[src/rtl/apb_pkg.sv]
// APB requester shared definitions: FSM state encoding and PPROT bit positions.
package apb_pkg;

    typedef enum logic [1:0] {
        IDLE   = 2'd0,
        SETUP  = 2'd1,
        ACCESS = 2'd2,
        ERR    = 2'd3
    } apb_state_e;

    // Bit positions inside PPROT / cmd_prot
    localparam int PROT_PRIV   = 0;
    localparam int PROT_NONSEC = 1;
    localparam int PROT_INSTR  = 2;

endpackage

[src/rtl/apb_master_if.sv]
// APB bus bundle between one requester and its completers.
//   master modport: drives PADDR/PPROT/PSELx/PENABLE/PWRITE/PWDATA/PSTRB,
//                   samples PRDATA/PREADY/PSLVERR
//   slave modport : the reverse view
interface apb_master_if #(
    parameter int ADDR_WIDTH = 16,
    parameter int DATA_WIDTH = 32,
    parameter int NUM_SLAVES = 4
);
    localparam int STRB_W = DATA_WIDTH / 8;

    logic [ADDR_WIDTH-1:0] PADDR;
    logic [2:0]            PPROT;
    logic [NUM_SLAVES-1:0] PSELx;
    logic                  PENABLE;
    logic                  PWRITE;
    logic [DATA_WIDTH-1:0] PWDATA;
    logic [STRB_W-1:0]     PSTRB;
    logic [DATA_WIDTH-1:0] PRDATA;
    logic                  PREADY;
    logic                  PSLVERR;

    modport master (
        output PADDR, PPROT, PSELx, PENABLE, PWRITE, PWDATA, PSTRB,
        input  PRDATA, PREADY, PSLVERR
    );

    modport slave (
        input  PADDR, PPROT, PSELx, PENABLE, PWRITE, PWDATA, PSTRB,
        output PRDATA, PREADY, PSLVERR
    );

endinterface

[src/rtl/apb_master_timeout.sv]
// Wait-state counter for the APB access phase.
//   PCLK, PRESETn : clock, async active-low reset
//   clear         : zero the count (asserted the cycle before ACCESS)
//   enable        : count this cycle (ACCESS with PREADY low)
//   expired       : this enabled cycle is wait cycle number TIMEOUT_CYCLES
// TIMEOUT_CYCLES = 0 disables the timeout entirely.
module apb_master_timeout #(
    parameter int TIMEOUT_CYCLES = 255
) (
    input  logic PCLK,
    input  logic PRESETn,
    input  logic clear,
    input  logic enable,
    output logic expired
);

    localparam int CNT_W = (TIMEOUT_CYCLES > 0) ? $clog2(TIMEOUT_CYCLES + 1) : 1;

    generate
        if (TIMEOUT_CYCLES > 0) begin : g_timeout
            localparam logic [CNT_W-1:0] LIMIT = CNT_W'(TIMEOUT_CYCLES);
            logic [CNT_W-1:0] cnt;

            // Saturates at LIMIT instead of wrapping back to zero.
            always_ff @(posedge PCLK or negedge PRESETn) begin
                if (!PRESETn) begin
                    cnt <= '0;
                end else if (clear) begin
                    cnt <= '0;
                end else if (enable && (cnt != LIMIT)) begin
                    cnt <= cnt + 1'b1;
                end
            end

            // Flags the edge on which the count would reach LIMIT, so the
            // abort lands exactly after TIMEOUT_CYCLES wait cycles.
            assign expired = enable && (cnt == LIMIT - 1'b1);
        end else begin : g_no_timeout
            assign expired = 1'b0;
        end
    endgenerate

endmodule

[src/rtl/apb_master.sv]
// APB requester: converts single valid/ready commands into APB SETUP/ACCESS
// transfers and returns one response pulse per command.
//   PCLK, PRESETn      : clock, async active-low reset
//   cmd_valid/ready    : command handshake (ready registered, high only in IDLE)
//   cmd_write/addr/wdata/strb/prot : transfer attributes
//   rsp_valid          : one-cycle response pulse
//   rsp_rdata          : read data, 0 on write or error
//   rsp_err            : PSLVERR, misaligned address or timeout
//   rsp_timeout        : error caused by wait-state timeout
//   apb (master)       : APB bus toward NUM_SLAVES completers
//
// state  | meaning
// IDLE   | waiting for a command
// SETUP  | PSELx asserted, PENABLE low
// ACCESS | PENABLE high, waiting for PREADY or timeout
// ERR    | misaligned command rejected, response already issued
module apb_master
    import apb_pkg::*;
#(
    parameter int ADDR_WIDTH     = 16,
    parameter int DATA_WIDTH     = 32,
    parameter int NUM_SLAVES     = 4,
    parameter int TIMEOUT_CYCLES = 255
) (
    input  logic                    PCLK,
    input  logic                    PRESETn,
    input  logic                    cmd_valid,
    output logic                    cmd_ready,
    input  logic                    cmd_write,
    input  logic [ADDR_WIDTH-1:0]   cmd_addr,
    input  logic [DATA_WIDTH-1:0]   cmd_wdata,
    input  logic [DATA_WIDTH/8-1:0] cmd_strb,
    input  logic [2:0]              cmd_prot,
    output logic                    rsp_valid,
    output logic [DATA_WIDTH-1:0]   rsp_rdata,
    output logic                    rsp_err,
    output logic                    rsp_timeout,
    apb_master_if.master            apb
);

    localparam int STRB_W = DATA_WIDTH / 8;
    localparam int SEL_W  = $clog2(NUM_SLAVES);

    apb_state_e            state;
    logic [ADDR_WIDTH-1:0] paddr_q;
    logic [2:0]            pprot_q;
    logic [NUM_SLAVES-1:0] psel_q;
    logic                  penable_q;
    logic                  pwrite_q;
    logic [DATA_WIDTH-1:0] pwdata_q;
    logic [STRB_W-1:0]     pstrb_q;
    logic                  to_expired;

    apb_master_timeout #(
        .TIMEOUT_CYCLES (TIMEOUT_CYCLES)
    ) u_timeout (
        .PCLK    (PCLK),
        .PRESETn (PRESETn),
        .clear   (state == SETUP),
        .enable  ((state == ACCESS) && !apb.PREADY),
        .expired (to_expired)
    );

    always_ff @(posedge PCLK or negedge PRESETn) begin
        if (!PRESETn) begin
            state       <= IDLE;
            cmd_ready   <= 1'b0;
            rsp_valid   <= 1'b0;
            rsp_rdata   <= '0;
            rsp_err     <= 1'b0;
            rsp_timeout <= 1'b0;
            paddr_q     <= '0;
            pprot_q     <= '0;
            psel_q      <= '0;
            penable_q   <= 1'b0;
            pwrite_q    <= 1'b0;
            pwdata_q    <= '0;
            pstrb_q     <= '0;
        end else begin
            rsp_valid   <= 1'b0;
            rsp_rdata   <= '0;
            rsp_err     <= 1'b0;
            rsp_timeout <= 1'b0;

            case (state)
                IDLE: begin
                    // cmd_ready rises one cycle after entering IDLE, which keeps
                    // it low during the rsp_valid pulse.
                    if (cmd_valid && cmd_ready) begin
                        cmd_ready <= 1'b0;
                        if (cmd_addr[1:0] != 2'b00) begin
                            state     <= ERR;
                            rsp_valid <= 1'b1;
                            rsp_err   <= 1'b1;
                        end else begin
                            state    <= SETUP;
                            paddr_q  <= cmd_addr;
                            pprot_q  <= cmd_prot;
                            pwrite_q <= cmd_write;
                            pwdata_q <= cmd_write ? cmd_wdata : '0;
                            pstrb_q  <= cmd_write ? cmd_strb : '0;
                            psel_q   <= NUM_SLAVES'(1) << cmd_addr[ADDR_WIDTH-1 -: SEL_W];
                        end
                    end else begin
                        cmd_ready <= 1'b1;
                    end
                end

                SETUP: begin
                    state     <= ACCESS;
                    penable_q <= 1'b1;
                end

                ACCESS: begin
                    // A PREADY arriving on the timeout edge still completes normally.
                    if (apb.PREADY) begin
                        state     <= IDLE;
                        psel_q    <= '0;
                        penable_q <= 1'b0;
                        rsp_valid <= 1'b1;
                        rsp_err   <= apb.PSLVERR;
                        rsp_rdata <= (!pwrite_q && !apb.PSLVERR) ? apb.PRDATA : '0;
                    end else if (to_expired) begin
                        state       <= IDLE;
                        psel_q      <= '0;
                        penable_q   <= 1'b0;
                        rsp_valid   <= 1'b1;
                        rsp_err     <= 1'b1;
                        rsp_timeout <= 1'b1;
                    end
                end

                ERR: begin
                    state     <= IDLE;
                    cmd_ready <= 1'b1;
                end

                default: begin
                    state <= IDLE;
                end
            endcase
        end
    end

    assign apb.PADDR   = paddr_q;
    assign apb.PPROT   = pprot_q;
    assign apb.PSELx   = psel_q;
    assign apb.PENABLE = penable_q;
    assign apb.PWRITE  = pwrite_q;
    assign apb.PWDATA  = pwdata_q;
    assign apb.PSTRB   = pstrb_q;

endmodule

[src/flat_wrapper.sv]
// flat-port wrapper written by rule: the top's interface ports become plain ports
module apb_master_flat import apb_pkg::*;
#(
    parameter int ADDR_WIDTH     = 16,
    parameter int DATA_WIDTH     = 32,
    parameter int NUM_SLAVES     = 4,
    parameter int TIMEOUT_CYCLES = 255
)
  (PCLK, PRESETn, cmd_valid, cmd_ready, cmd_write, cmd_addr, cmd_wdata, cmd_strb, cmd_prot, rsp_valid, rsp_rdata, rsp_err, rsp_timeout, apb_PADDR, apb_PPROT, apb_PSELx, apb_PENABLE, apb_PWRITE, apb_PWDATA, apb_PSTRB, apb_PRDATA, apb_PREADY, apb_PSLVERR);
  apb_master_if #(.ADDR_WIDTH(ADDR_WIDTH), .DATA_WIDTH(DATA_WIDTH), .NUM_SLAVES(NUM_SLAVES)) apb_i ();
  input  logic PCLK;
  input  logic PRESETn;
  input  logic cmd_valid;
  output logic cmd_ready;
  input  logic cmd_write;
  input  logic [ADDR_WIDTH-1:0] cmd_addr;
  input  logic [DATA_WIDTH-1:0] cmd_wdata;
  input  logic [DATA_WIDTH/8-1:0] cmd_strb;
  input  logic [2:0] cmd_prot;
  output logic rsp_valid;
  output logic [DATA_WIDTH-1:0] rsp_rdata;
  output logic rsp_err;
  output logic rsp_timeout;
  output wire logic [$bits(apb_i.PADDR)-1:0] apb_PADDR;
  output wire logic [$bits(apb_i.PPROT)-1:0] apb_PPROT;
  output wire logic [$bits(apb_i.PSELx)-1:0] apb_PSELx;
  output wire logic [$bits(apb_i.PENABLE)-1:0] apb_PENABLE;
  output wire logic [$bits(apb_i.PWRITE)-1:0] apb_PWRITE;
  output wire logic [$bits(apb_i.PWDATA)-1:0] apb_PWDATA;
  output wire logic [$bits(apb_i.PSTRB)-1:0] apb_PSTRB;
  input wire logic [$bits(apb_i.PRDATA)-1:0] apb_PRDATA;
  input wire logic [$bits(apb_i.PREADY)-1:0] apb_PREADY;
  input wire logic [$bits(apb_i.PSLVERR)-1:0] apb_PSLVERR;
  assign apb_PADDR = apb_i.PADDR;
  assign apb_PPROT = apb_i.PPROT;
  assign apb_PSELx = apb_i.PSELx;
  assign apb_PENABLE = apb_i.PENABLE;
  assign apb_PWRITE = apb_i.PWRITE;
  assign apb_PWDATA = apb_i.PWDATA;
  assign apb_PSTRB = apb_i.PSTRB;
  assign apb_i.PRDATA = apb_PRDATA;
  assign apb_i.PREADY = apb_PREADY;
  assign apb_i.PSLVERR = apb_PSLVERR;
  apb_master #(.ADDR_WIDTH(ADDR_WIDTH), .DATA_WIDTH(DATA_WIDTH), .NUM_SLAVES(NUM_SLAVES), .TIMEOUT_CYCLES(TIMEOUT_CYCLES)) u_core (.PCLK(PCLK), .PRESETn(PRESETn), .cmd_valid(cmd_valid), .cmd_ready(cmd_ready), .cmd_write(cmd_write), .cmd_addr(cmd_addr), .cmd_wdata(cmd_wdata), .cmd_strb(cmd_strb), .cmd_prot(cmd_prot), .rsp_valid(rsp_valid), .rsp_rdata(rsp_rdata), .rsp_err(rsp_err), .rsp_timeout(rsp_timeout), .apb(apb_i));
endmodule
[config.mk]
export PLATFORM = sky130hd
export DESIGN_NAME = apb_master_flat
export DESIGN_NICKNAME = d
export VERILOG_FILES = /design/src/rtl/apb_pkg.sv /design/src/rtl/apb_master_if.sv /design/src/rtl/apb_master_timeout.sv /design/src/rtl/apb_master.sv /design/src/flat_wrapper.sv
export SDC_FILE = /design/constraint.sdc
export NUM_CORES = 1
export LEC_CHECK = 0
export BUFFER_PORTS_ARGS = -buffer_cell sky130_fd_sc_hd__buf_2
export CORE_MARGIN = 5
export CORE_UTILIZATION = 47
export CTS_BUF_LIST = sky130_fd_sc_hd__clkbuf_16
export DETAILED_ROUTE_END_ITERATION = 6
export GPL_TIMING_DRIVEN = 1
export PLACE_DENSITY = 0.8
export SYNTH_ARGS = -nofsm -noshare
export SYNTH_HDL_FRONTEND = slang
export SYNTH_HIERARCHICAL = 1
export SYNTH_SLANG_ARGS = --single-unit
[constraint.sdc]
create_clock -name PCLK -period 3.04 [get_ports PCLK]
set_input_delay 0.304 -clock PCLK [delete_from_list [all_inputs] [get_ports PCLK]]
set_output_delay 0.304 -clock PCLK [all_outputs]
set_load 0.05 [all_outputs]
==> results.sh <==
export IMPL_status="finished with violations"
export IMPL_failed_checks="hold timing"
export IMPL_fp_dieArea_um2=11120
export IMPL_r2r_start="u_core/state[0]"
export IMPL_port_buffers=189
export IMPL_initial_core_util_pct=48.61
export IMPL_rsz0062_at_grt="false"
export IMPL_grt_pass1_vias=3677
export IMPL_layout_area_seq_um2=2678
export IMPL_post_route_drc_count=0
export IMPL_grt_pass1_wl_mm=18.22
export IMPL_antenna_found_initial=0
export IMPL_ant_nets=0
export IMPL_area_delta_synth_final_pct=32.04
export IMPL_syn_cell_area_um2=4280
export IMPL_synth_area_per_cell_um2=11.41
export IMPL_die_h_um=105.4
export IMPL_synth_nets=476
export IMPL_wirelength_mm=11.06
export IMPL_ys_ff_latch=107
export IMPL_cts_clk_slew_worst_paths_ns=0.08
export IMPL_postCtsHoldBufs=0
export IMPL_drtIter0Drc=126
export IMPL_insertion_delay_ns=0.34
export IMPL_cts_tree="yes"
export IMPL_finalInstanceArea_um2=5652
export IMPL_pin_count=190
export IMPL_cp_data_required_time_ns=3.27
export IMPL_grt_max_degree=57
export IMPL_wire_per_inst_um=16.46
export IMPL_tightest_slew_ns=1.185
export IMPL_hold_ws_ns=-0.02073
export IMPL_firstDrtPassIters=4
export IMPL_placed_area_um2=5334
export IMPL_clock_skew_ns=0.01107
export IMPL_startpoint_type="flop"
export IMPL_p_leak_nw=3.035
export IMPL_core_um2=8806
export IMPL_yosysWarnings=6
export IMPL_critPathCaptureType="flop"
export IMPL_hold_path_class="in2async"
export IMPL_min_period_ns=2.673
export IMPL_synth_distinct_cells=39
export IMPL_cts_root_buffer="clkbuf_16"
export IMPL_finalHoldViolations=11
export IMPL_setup_tns_final_ns=0
export IMPL_cp_max_fo=8
export IMPL_peakVddDrop_mv=0.4629
export IMPL_grt_overflow_total=0
export IMPL_ff2ff_setup_slack_ns=0.37
export IMPL_layout_nets=660
export IMPL_layout_drive_gt1_share_pct=39.54
export IMPL_worst_slack_ns=0.3671
export IMPL_layout_worst_path_cycle_share_pct=87.92
export IMPL_cts_sinks=107
export IMPL_fill_cells=676
export IMPL_clock_path_buffers=2
export IMPL_setup_viol=0
export IMPL_drv_slew=0
export IMPL_cts_made_buffers=9
export IMPL_htreeDepth=3
export IMPL_cellPowerDensity_nw_per_um2=993.0
export IMPL_rows=34
export IMPL_criticalPathCategory="reg2reg"
export IMPL_grt_use_total_pct=20.26
export IMPL_place_ws_ns=0.3334
export IMPL_fin_util_pct=64.18
export IMPL_place_gp_congestion=0.7991
export IMPL_viasPerCell=5.202
export IMPL_num_vias=3496
export IMPL_maxCapViolCount=0
export IMPL_multi_input_area_um2=1493
export IMPL_reg2regPathDepth=9
export IMPL_ys_seq_area_share_pct=62.55
export IMPL_slew_headroom_pct=20.98
export IMPL_dp_hpwl_mm=8.002
export IMPL_die_w_um=105.4
export IMPL_fmax_ghz=0.3741
export IMPL_synthCells=375
export IMPL_arrival_ns=2.90
export IMPL_antenna_cells=0
export IMPL_r2r_end="u_core/apb.PSELx[0]"
where the power goes:
part / switching [mW] / leakage (nW) / total [mW] / internal, mW
clock network: 0.546 / 0.155 / 1.20 / 0.654
registers: 0.202 / 1.42 / 1.99 / 1.79
logic: 1.81 / 1.46 / 2.42 / 0.610
cells by family after synthesis:
logic type                 Yosys count  synth area share (%)
AOI/OAI and AO/OA                   91                 11.46
adders and majority gates            8                 2.339
buffers and inverters               30                 2.689
DFF                                107                 62.55
muxes                               27                 7.045
and+or+nand+nor                    112                 13.91
stage by stage:
stage                     hold slack (ns)  instances  power [mW]
final                            -0.02073        672       5.612
after global routing              0.03411        672       5.893
after CTS                        0.004647        671       5.643
after detailed placement           0.3850        655       4.434
after global placement             0.3702        655       4.369
after floorplan                  0.008409        375       3.779
layout make-up:
type | count | share of cell area [%]
Clock inverter | 7 | 1.505
Tap cell | 108 | 2.391
Clock buffer | 9 | 3.985
Sequential cell | 107 | 47.38
Inverter | 8 | 0.5313
Multi-Input combinational cell | 238 | 26.41
Timing Repair Buffer | 195 | 17.80
state kept, by name, summed over array words and instances (netlist names), 2 cells and up:
register	flops
u_core/apb.PWDATA	32
u_core/rsp_rdata	32
u_core/apb.PADDR	16
u_core/u_timeout/g_timeout.cnt	8
u_core/apb.PSELx	4
u_core/apb.PSTRB	4
u_core/apb.PPROT	3
u_core/state	2
metal layers:
layer / up-vias / wire length, um / GRT usage (%) / share of wire, %
met4: 0 / 145 / 6.373 / 1.3
li1: 1643 / - / - / -
met2: 153 / 5433 / 33.65 / 49
met3: 12 / 1068 / 6.785 / 9.7
met1: 1688 / 4416 / 25.10 / 40
met5: - / 0 / 0 / 0
critical path, stage by stage (launching register included):
cell and delay (ns):
dfrtp_1 0.41, inv_1 0.15, ha_1 0.34, nor2b_1 0.26, nand3_2 0.14, nor3_1 0.34, nor2_2 0.10, a222oi_1 0.28
buf_4 0.20, mux2_2 0.33
Yosys cell counts:
cell type	n	area share, %
a21oi_1	4	0.47
a211oi_1	3	0.53
clkbuf_1	15	1.3
nand2b_2	1	0.20
or4_1	1	0.18
mux2i_1	2	0.47
nor2b_1	2	0.29
buf_2	2	0.23
and4_1	1	0.20
a22oi_1	1	0.18
and3b_1	1	0.20
nor2_1	5	0.44
nor2_2	1	0.15
nand2_1	42	3.7
and2_1	34	5.0
nor4bb_1	1	0.23
o211ai_1	2	0.35
a31oi_1	2	0.29
o21ai_1	73	8.5
inv_1	8	0.70
a222oi_1	1	0.23
nand3_2	1	0.23
ha_1	8	2.3
nor3b_1	2	0.35
and4_2	1	0.23
o211a_1	2	0.47
nand2b_1	1	0.15
nand4_1	2	0.29
or2b_2	1	0.20
or2_1	2	0.29
nand3_1	5	0.58
or3b_1	1	0.20
mux2_2	6	1.6
nor3_1	7	0.82
buf_1	5	0.44
dfrtp_1	107	63
o21a_1	1	0.18
o21ai_0	2	0.23
mux2_1	19	5.0
cell usage in the layout, fill, tap and decap left out, types with 3 or more instances in the layout:
cell	synthesis	routed
mux2_2	6	6
buf_2	2	188
o21ai_1	73	73
nand2_1	42	42
buf_4	0	6
dfrtp_1	107	107
a211oi_1	3	3
nand3_1	5	5
ha_1	8	8
inv_1	8	9
and2_1	34	34
a21oi_1	4	4
mux2_1	19	19
clkbuf_16	0	9
nor3_1	7	6
inv_6	0	3
nor2_1	5	5
worst max-delay path by stage:
stage,end,from,slack [ns],cells after the start
final,u_core/apb.PSELx[0],u_core/state[0],0.37,9
after global routing,u_core/apb.PSELx[2],u_core/state[0],0.10,9
after CTS,u_core/apb.PSELx[0],u_core/state[0],0.24,8
after detailed placement,u_core/apb.PSELx[2],u_core/state[0],0.33,8
after global placement,u_core/apb.PSELx[3],u_core/state[0],0.45,8
after floorplan,u_core/apb.PSELx[0],u_core/state[0],0.48,8
repair_timing:
item	CTS	global route
endpoints found under the setup margin	0	4
buffers inserted	0	1
gates resized for setup	0	0
No activity file was read; power rests on OpenSTA's default activity.
